<file path="src/rtl/mem_seq_pkg.sv">
// Shared definitions for the memory access sequencer: the sequencer state
// encoding, instruction field positions and the word width.
package mem_seq_pkg;

    localparam int WORD_W     = 32;
    localparam int OPCODE_MSB = 31;
    localparam int OPCODE_LSB = 26;
    localparam int FUNCT_MSB  = 5;
    localparam int FUNCT_LSB  = 0;

    typedef enum logic [1:0] {
        IDLE    = 2'd0,
        ACCESS  = 2'd1,
        CAPTURE = 2'd2
    } state_t;

    // Larger of two integers, used to size the latency counter.
    function automatic int max_int(input int a, input int b);
        return (a > b) ? a : b;
    endfunction

endpackage

</file>
<file path="src/rtl/mem_lat_counter.sv">
// Loadable down-counter with a zero flag. Counts the remaining cycles of a
// memory access; it stops at zero rather than wrapping.
module mem_lat_counter #(
    parameter int CNT_W = 2
) (
    input  logic             Clock,
    input  logic             Reset,
    input  logic             load,
    input  logic [CNT_W-1:0] load_val,
    input  logic             dec,
    output logic [CNT_W-1:0] count,
    output logic             zero
);

    // Counter register: reset clears, load has priority over decrement.
    always_ff @(posedge Clock) begin
        if (!Reset) begin
            count <= '0;
        end else if (load) begin
            count <= load_val;
        end else if (dec && (count != '0)) begin
            count <= count - 1'b1;
        end
    end

    assign zero = (count == '0);

endmodule

</file>
<file path="src/rtl/mem_access_seq.sv">
// Memory access sequencer: accepts one fetch/load/store per handshake, holds
// the address (and write enable for stores) for the memory's fixed latency,
// captures read data into InstrReg or MDR and pulses Done on completion.
// Optional build macro MEM_ACCESS_ALIGN_CHECK_EN rejects requests whose
// selected address is not word aligned (AlignErr + Done pulse, no access).
module mem_access_seq
    import mem_seq_pkg::*;
#(
    parameter int READ_LATENCY  = 2,
    parameter int WRITE_LATENCY = 1
) (
    input  logic              Clock,
    input  logic              Reset,
    input  logic              ReqValid,
    output logic              ReqReady,
    input  logic              ReqWrite,
    input  logic              IouD,
    input  logic [WORD_W-1:0] PCAddr,
    input  logic [WORD_W-1:0] ALUOutAddr,
    input  logic [WORD_W-1:0] StoreData,
    output logic [WORD_W-1:0] MemAddr,
    output logic              MemWrite,
    output logic [WORD_W-1:0] MemWData,
    input  logic [WORD_W-1:0] MemRData,
    output logic [WORD_W-1:0] InstrReg,
    output logic [5:0]        OpCode,
    output logic [5:0]        InstrArit,
    output logic [WORD_W-1:0] MDR,
    output logic              Done,
    output logic              AlignErr
);

    localparam int CNT_W = $clog2(max_int(READ_LATENCY, WRITE_LATENCY) + 1);
    localparam logic [CNT_W-1:0] RD_LOAD = CNT_W'(READ_LATENCY - 1);
    localparam logic [CNT_W-1:0] WR_LOAD = CNT_W'(WRITE_LATENCY - 1);

    state_t            state, state_nxt;
    logic              wr_lat, iod_lat;
    logic [WORD_W-1:0] sel_addr;
    logic              accept, misaligned, go_access;
    logic              done_nxt, alignerr_nxt, cnt_dec;
    logic [CNT_W-1:0]  cnt;
    logic              cnt_zero;

    assign ReqReady = (state == IDLE);
    assign accept   = ReqValid && ReqReady;
    assign sel_addr = IouD ? ALUOutAddr : PCAddr;

`ifdef MEM_ACCESS_ALIGN_CHECK_EN
    assign misaligned = (sel_addr[1:0] != 2'b00);
`else
    assign misaligned = 1'b0;
`endif

    // A misaligned request is consumed by the handshake but never reaches memory.
    assign go_access = accept && !misaligned;

    mem_lat_counter #(
        .CNT_W(CNT_W)
    ) u_lat_counter (
        .Clock    (Clock),
        .Reset    (Reset),
        .load     (go_access),
        .load_val (ReqWrite ? WR_LOAD : RD_LOAD),
        .dec      (cnt_dec),
        .count    (cnt),
        .zero     (cnt_zero)
    );

    // State register.
    always_ff @(posedge Clock) begin
        if (!Reset) begin
            state <= IDLE;
        end else begin
            state <= state_nxt;
        end
    end

    // Next-state, write enable, counter decrement and completion decode.
    always_comb begin
        state_nxt    = state;
        done_nxt     = 1'b0;
        alignerr_nxt = 1'b0;
        MemWrite     = 1'b0;
        cnt_dec      = 1'b0;
        case (state)
            IDLE: begin
                if (go_access) begin
                    state_nxt = ACCESS;
                end else if (accept) begin
                    done_nxt     = 1'b1;
                    alignerr_nxt = 1'b1;
                end
            end
            ACCESS: begin
                MemWrite = wr_lat;
                cnt_dec  = 1'b1;
                if (cnt_zero) begin
                    if (wr_lat) begin
                        state_nxt = IDLE;
                        done_nxt  = 1'b1;
                    end else begin
                        state_nxt = CAPTURE;
                    end
                end
            end
            CAPTURE: begin
                state_nxt = IDLE;
                done_nxt  = 1'b1;
            end
            default: begin
                state_nxt = IDLE;
            end
        endcase
    end

    // Request latch: address, write data and access kind captured on accept.
    always_ff @(posedge Clock) begin
        if (!Reset) begin
            MemAddr  <= '0;
            MemWData <= '0;
            wr_lat   <= 1'b0;
            iod_lat  <= 1'b0;
        end else if (go_access) begin
            MemAddr  <= sel_addr;
            MemWData <= StoreData;
            wr_lat   <= ReqWrite;
            iod_lat  <= IouD;
        end
    end

    // Read data capture: only a read reaches CAPTURE, IouD picks the target.
    always_ff @(posedge Clock) begin
        if (!Reset) begin
            InstrReg <= '0;
            MDR      <= '0;
        end else if (state == CAPTURE) begin
            if (iod_lat) begin
                MDR <= MemRData;
            end else begin
                InstrReg <= MemRData;
            end
        end
    end

    // Registered completion and alignment-error pulses.
    always_ff @(posedge Clock) begin
        if (!Reset) begin
            Done     <= 1'b0;
            AlignErr <= 1'b0;
        end else begin
            Done     <= done_nxt;
            AlignErr <= alignerr_nxt;
        end
    end

    assign OpCode    = InstrReg[OPCODE_MSB:OPCODE_LSB];
    assign InstrArit = InstrReg[FUNCT_MSB:FUNCT_LSB];

endmodule

</file>
<file path="config.mk">
export PLATFORM = sky130hd
export DESIGN_NAME = mem_access_seq
export DESIGN_NICKNAME = d
export VERILOG_FILES = /design/src/rtl/mem_seq_pkg.sv /design/src/rtl/mem_lat_counter.sv /design/src/rtl/mem_access_seq.sv
export SDC_FILE = /design/constraint.sdc
export NUM_CORES = 1
export LEC_CHECK = 0
export BUFFER_PORTS_ARGS = -buffer_cell sky130_fd_sc_hd__buf_4
export CAP_MARGIN = 20
export CELL_PAD_IN_SITES_DETAIL_PLACEMENT = 1
export CELL_PAD_IN_SITES_GLOBAL_PLACEMENT = 2
export CORE_UTILIZATION = 25
export DETAILED_ROUTE_END_ITERATION = 6
export PLACE_DENSITY_LB_ADDON = 0.1
export SLEW_MARGIN = 40
export SYNTH_ARGS = -nofsm -noshare
export SYNTH_HDL_FRONTEND = slang
export SYNTH_SLANG_ARGS = --single-unit
</file>
<file path="constraint.sdc">
create_clock -name Clock -period 1.77 [get_ports Clock]
set_input_delay 0.0885 -clock Clock [delete_from_list [all_inputs] [get_ports Clock]]
set_output_delay 0.0885 -clock Clock [all_outputs]
set_load 0.02 [all_outputs]
</file>
---- Word-level counts from Yosys, hierarchy flattened ----
Cells that the tools add are included.
word-level totals
  bits in read-only memories .............. 0
  bits of input ports ..................... 133
  memories ................................ 0
  memory bits (writable) .................. 0
  latch bits .............................. 0
  register bits after elaboration ......... 135
cells by class
  muxes and demuxes ....................... 13
  bitwise gates (word level) .............. 1
  $lt $le $gt $ge ......................... 0
  multiply operators ...................... 0
  divide/modulo/power cells ............... 0
  reductions and logical operators ........ 9
  shift operators ......................... 0
  add/sub/neg operators ................... 1
  equality and inequality tests ........... 4
operators by type and width
  cell                                               count
  2-to-1 mux 32 bit                                  1
  2-to-1 mux 2 bit                                   5
  AND reduction 2 bit                                3
  2-to-1 mux 1 bit                                   5
  logical NOT 2 bit                                  2
  one-hot mux 2 bit (2 select lines)                 1
  nonzero test 2 bit                                 2
  == test 2 x 1 -> 1 bit (second input constant)     1
  == test 2 bit (second input constant)              1
  logical AND 1 bit                                  2
  != test 2 x 1 -> 1 bit (second input constant)     1
  != test 2 bit (second input constant)              1
  one-hot mux 1 bit (2 select lines)                 1
  subtractor 2 x 1 -> 2 bit (second input constant)  1
  inverter 1 bit                                     1

---- Longest topological paths before layout ----
  depth in word-level cells ............... 5
  mapped depth ............................ 7
  depth with buffers taken out ............ 5

---- By module ----
Synthesis repeated with hierarchy kept, for this count alone.
unflattened totals
  cell total of the unflattened synthesis .. 621
  area total of the unflattened synthesis .. 5514.0 um^2
by module, submodules not included
  module           area each (um^2)  instances  sequential area each (um^2)  cells each
  mem_access_seq   5391.4            1          2662.6                       607
  mem_lat_counter  122.6             1          40.0                         14

---- Worst setup path after synthesis ----
Ideal clock, no wire load.
  kind .................................... register to register
  start ................................... reg state[0]
  end ..................................... reg MemAddr[0]
  required time ........................... 1654 ps
  period minus slack after synthesis ...... 1535 ps
  setup time .............................. 116 ps
  data arrival time ....................... 1419 ps
  cell stages (with the launch flop) ...... 8
  path slack .............................. 235 ps
  buffers on the path ..................... 3
  cells stage by stage .................... dfxtp_1 -> inv_1 -> ha_1 -> and2_4 -> buf_6 -> buf_6 -> buf_6 -> o211a_1
on the way
  cells in the longest elaborated chain, start to end .. 2
ends and longest elaborated chain
  what                    line                   source
  start, declared         mem_access_seq.sv:37   state_t state, state_nxt;
  start signal, assigned  mem_access_seq.sv:75   state <= state_nxt;
  logical NOT 2 bit       mem_access_seq.sv:45   assign ReqReady = (state == IDLE);
  named net ReqReady      mem_access_seq.sv:15   output logic ReqReady,
  logical AND 1 bit       mem_access_seq.sv:46   assign accept = ReqValid && ReqReady;
  end signal, assigned    mem_access_seq.sv:125  MemAddr <= sel_addr;
  end, declared           mem_access_seq.sv:21   output logic [WORD_W-1:0] MemAddr,
The timed path passes the listed nets, and every way through them passes these cells.
A chain may end at the register's enable or synchronous reset.

---- Worst setup path in the final report ----
  start ................................... reg state[0]
  end ..................................... reg MemWData[30]
on the way
  cells in the longest elaborated chain, start to end .. 2
ends and longest elaborated chain
  what                  line                   source
  logical NOT 2 bit     mem_access_seq.sv:45
  logical AND 1 bit     mem_access_seq.sv:46
  end signal, assigned  mem_access_seq.sv:126  MemWData <= StoreData;
  end, declared         mem_access_seq.sv:23   output logic [WORD_W-1:0] MemWData,
No other way between the ends.

==> out/metrics.csv <==
metric,value,unit
status,completed,
pre-CTS setup slack,0.207,ns
Tot Pwr,8.72,mW
clock skew,0.0101,ns
Reg power frac,38.2,%
gr ovfl total,0,
total CTS buffers,17,
iteration count of the initial detailed-routing pass,4,
Synth area leader,dfxtp_1,
"Avg Cell Area, Syn",8.91,µm²
simple-gate share of the synthesized area,17.2,%
CTS max path bufs,2,
crit start category,flip-flop,
P_int,6.49,mW
Comb pwr share,17.2,%
drt initial violations,126,
post-CTS setup buffer count,0,
Starting Density,25.9,%
nets@finish,1067,
crit end category,flip-flop,
"CTS clk-pin slew, worst paths",0.06,ns
min Tclk post-route,1.60,ns
max_cap viols,0,
wire length per cell,15.2,µm
core area,21300,µm²
post-synthesis sequential element count,135,
Antenna Nets Post-Route,0,
wire length of the first global-routing pass,28100,µm
VDD IR max,0.666,mV
CTS H-tree depth,4,
Compound-Gate Fraction of Synth Area,19.9,%
GP Congestion,0.719,
Setup-failing EPs final,0,
root buf cell,clkbuf_16,
Sw Pwr,2.23,mW
pwr/cell area,967,nW/µm²
Worst Path Max Fanout,68,
final instance area,9020,µm²
mux share of post-synthesis cell area,5.81,%
max frequency,626,MHz
total track usage,16.3,%
Top-Level Pins,277,
via count,5325,
placed inst area,7710,µm²
die area,22600,µm²
class of the most critical setup path,flip-flop to flip-flop,
via/cell ratio,4.38,
ranking of synthesized cells by area,"dfxtp_1 49%, nand2_1 16%, a21boi_0 12%",
row count,53,
Clk network pwr share,44.6,%
YS warnings,0,
gate count of the mapped netlist,619,
worst hold path type,input port to flip-flop,
Synth Cell Area,5510,µm²
final worst path period share,90.3,%
clk_lat worst skew,0.42,ns
CP Data Arrival Time,1.92,ns
Syn Nets,756,
Final Max Slew Viols,0,
RSZ-0062 raised after global routing,false,
post_cts resized,0,
share of cells above drive strength 1,34.0,%
sequential area share after synthesis,49.0,%
Setup TNS Final,0,ns
Worst slew margin,64.9,%
IO Port Bufs,275,
DRC Markers,0,
Diodes inserted,0,
clock sinks,135,
adder-cell share of the synthesized area,0.908,%
final worst slack,0.171,ns
Netlist cell types,27,
Chip Height,150,µm
largest net degree at the start of global routing,69,
vias in the first global route,5397,
XOR/XNOR Fraction of Synth Area,0.159,%
largest family of logic cells by synthesized area,compound AO/OA/AOI/OAI gates,
CTS tree,done,
Routed WL,18500,µm
synth-to-layout area growth,63.6,%
CTS Hold Bufs,66,
Net Sw Frac,25.5,%
Die W,150,µm
fraction of synthesized cell area taken by the top area cell type,49.0,%
Worst EP required,2.09,ns
antenna violations before repair,0,
Final HPWL DP,13000,µm
LEAKAGE,4.22,nW
"Hold Violations, Final",0,
Slew @ Worst Pin,0.527,ns
-- worst max-delay path, stage by stage, from the launching register on --
cell and delay, ns:
dfxtp_1 0.32, inv_1 0.10, ha_1 0.28, and2_4 0.22, buf_12 0.26, nand2_1 0.10, a21boi_0 0.21
-- cell usage in the layout, fill, tap and decap left out, drive strengths merged, types with 2 or more instances in the layout --
cell	n
bufinv	5
a21oi	2
mux2i	32
nor2b	3
nor2	2
o211a	32
dlygate4sd3	66
inv	4
a21boi	99
nand2	233
and2	3
ha	4
o21ai	2
buf	286
dfxtp	135
nand2b	2
clkbuf	18
clkinv	7
-- power by group through the flow --
stage	Combinational [mW]	Clock, mW	Sequential (mW)
6_report	1.50	3.89	3.33
5_1_grt	1.63	4.17	3.35
4_1_cts	1.53	4.01	3.33
3_5_place_dp	1.40	0	3.39
3_3_place_gp	1.37	0	3.38
2_1_floorplan	0.540	0	3.58
-- state kept, by name, summed over array words and instances (netlist names) --
name                 flops
Done                     1
InstrReg                32
MDR                     32
MemAddr                 32
MemWData                32
iod_lat                  1
state                    2
u_lat_counter.count      2
wr_lat                   1
-- layout make-up --
cell class,count,area (µm²)
Clock inverter,13,204
Sequential cell,135,2700
Timing Repair Buffer,352,2880
Inverter,4,15.0
Tap cell,275,344
Clock buffer,18,439
Multi-Input combinational cell,420,2430
Fill cell,2475,12300
-- routing by layer --
metal | GRT usage [%] | wire, µm | up-vias
li1 | - | - | 2643
met4 | 6.26 | 362 | 0
met5 | 0 | 0 | -
met1 | 18.0 | 7460 | 2488
met2 | 28.5 | 9110 | 170
met3 | 5.85 | 1520 | 24
-- cell families (layout without fill, tap and decap cells) --
group / Yosys count / in the layout
and+or+nand+nor: 245 / 245
AOI/OAI and AO/OA: 137 / 137
DFF: 135 / 135
buffers and inverters: 64 / 387
muxes: 32 / 32
adders and majority gates: 4 / 4
other: 1 / 1
xor gates and xnor gates: 1 / 1
-- cells in the mapped netlist --
cell / count
mux2i_1: 32
inv_1: 4
or3_1: 1
o21ai_0: 2
nand3_1: 1
a21boi_0: 88
a21boi_1: 11
a211oi_1: 1
buf_2: 14
a21oi_1: 2
conb_1: 1
o211a_1: 32
buf_1: 2
nand2_2: 1
nand2_1: 232
a31oi_1: 1
dfxtp_1: 135
clkbuf_1: 16
nor2_1: 2
buf_4: 23
xnor2_1: 1
and2_4: 1
nand2b_1: 2
ha_1: 4
nor2b_1: 3
buf_6: 5
and2_1: 2
-- path summary, 6_finish.rpt --
kind / from / end / slack, ns / depth (start not counted)
worst max-delay path: state[0] / MemWData[30] / 0.17 / 6
worst max register to register: state[0] / MemWData[30] / 0.17 / 6
worst min-delay path: PCAddr[23] / MemAddr[23] / 0.02 / 4
worst min register to register: MDR[8] / MDR[8] / 0.46 / 2
-- metrics by stage --
| stage | hold slack (ns) | cells | utilization, % |
|---|---|---|---|
| 6_report | 0.0249 | 1217 | 42.4 |
| 4_1_cts | 0.00979 | 1217 | 42.4 |
| 5_1_grt | 0.0218 | 1217 | 42.4 |
| 3_5_place_dp | 0.359 | 1120 | 36.2 |
| 3_3_place_gp | 0.351 | 1120 | 36.2 |
| 2_1_floorplan | 0.223 | 619 | - |
No activity file was read; power rests on OpenSTA's default activity.
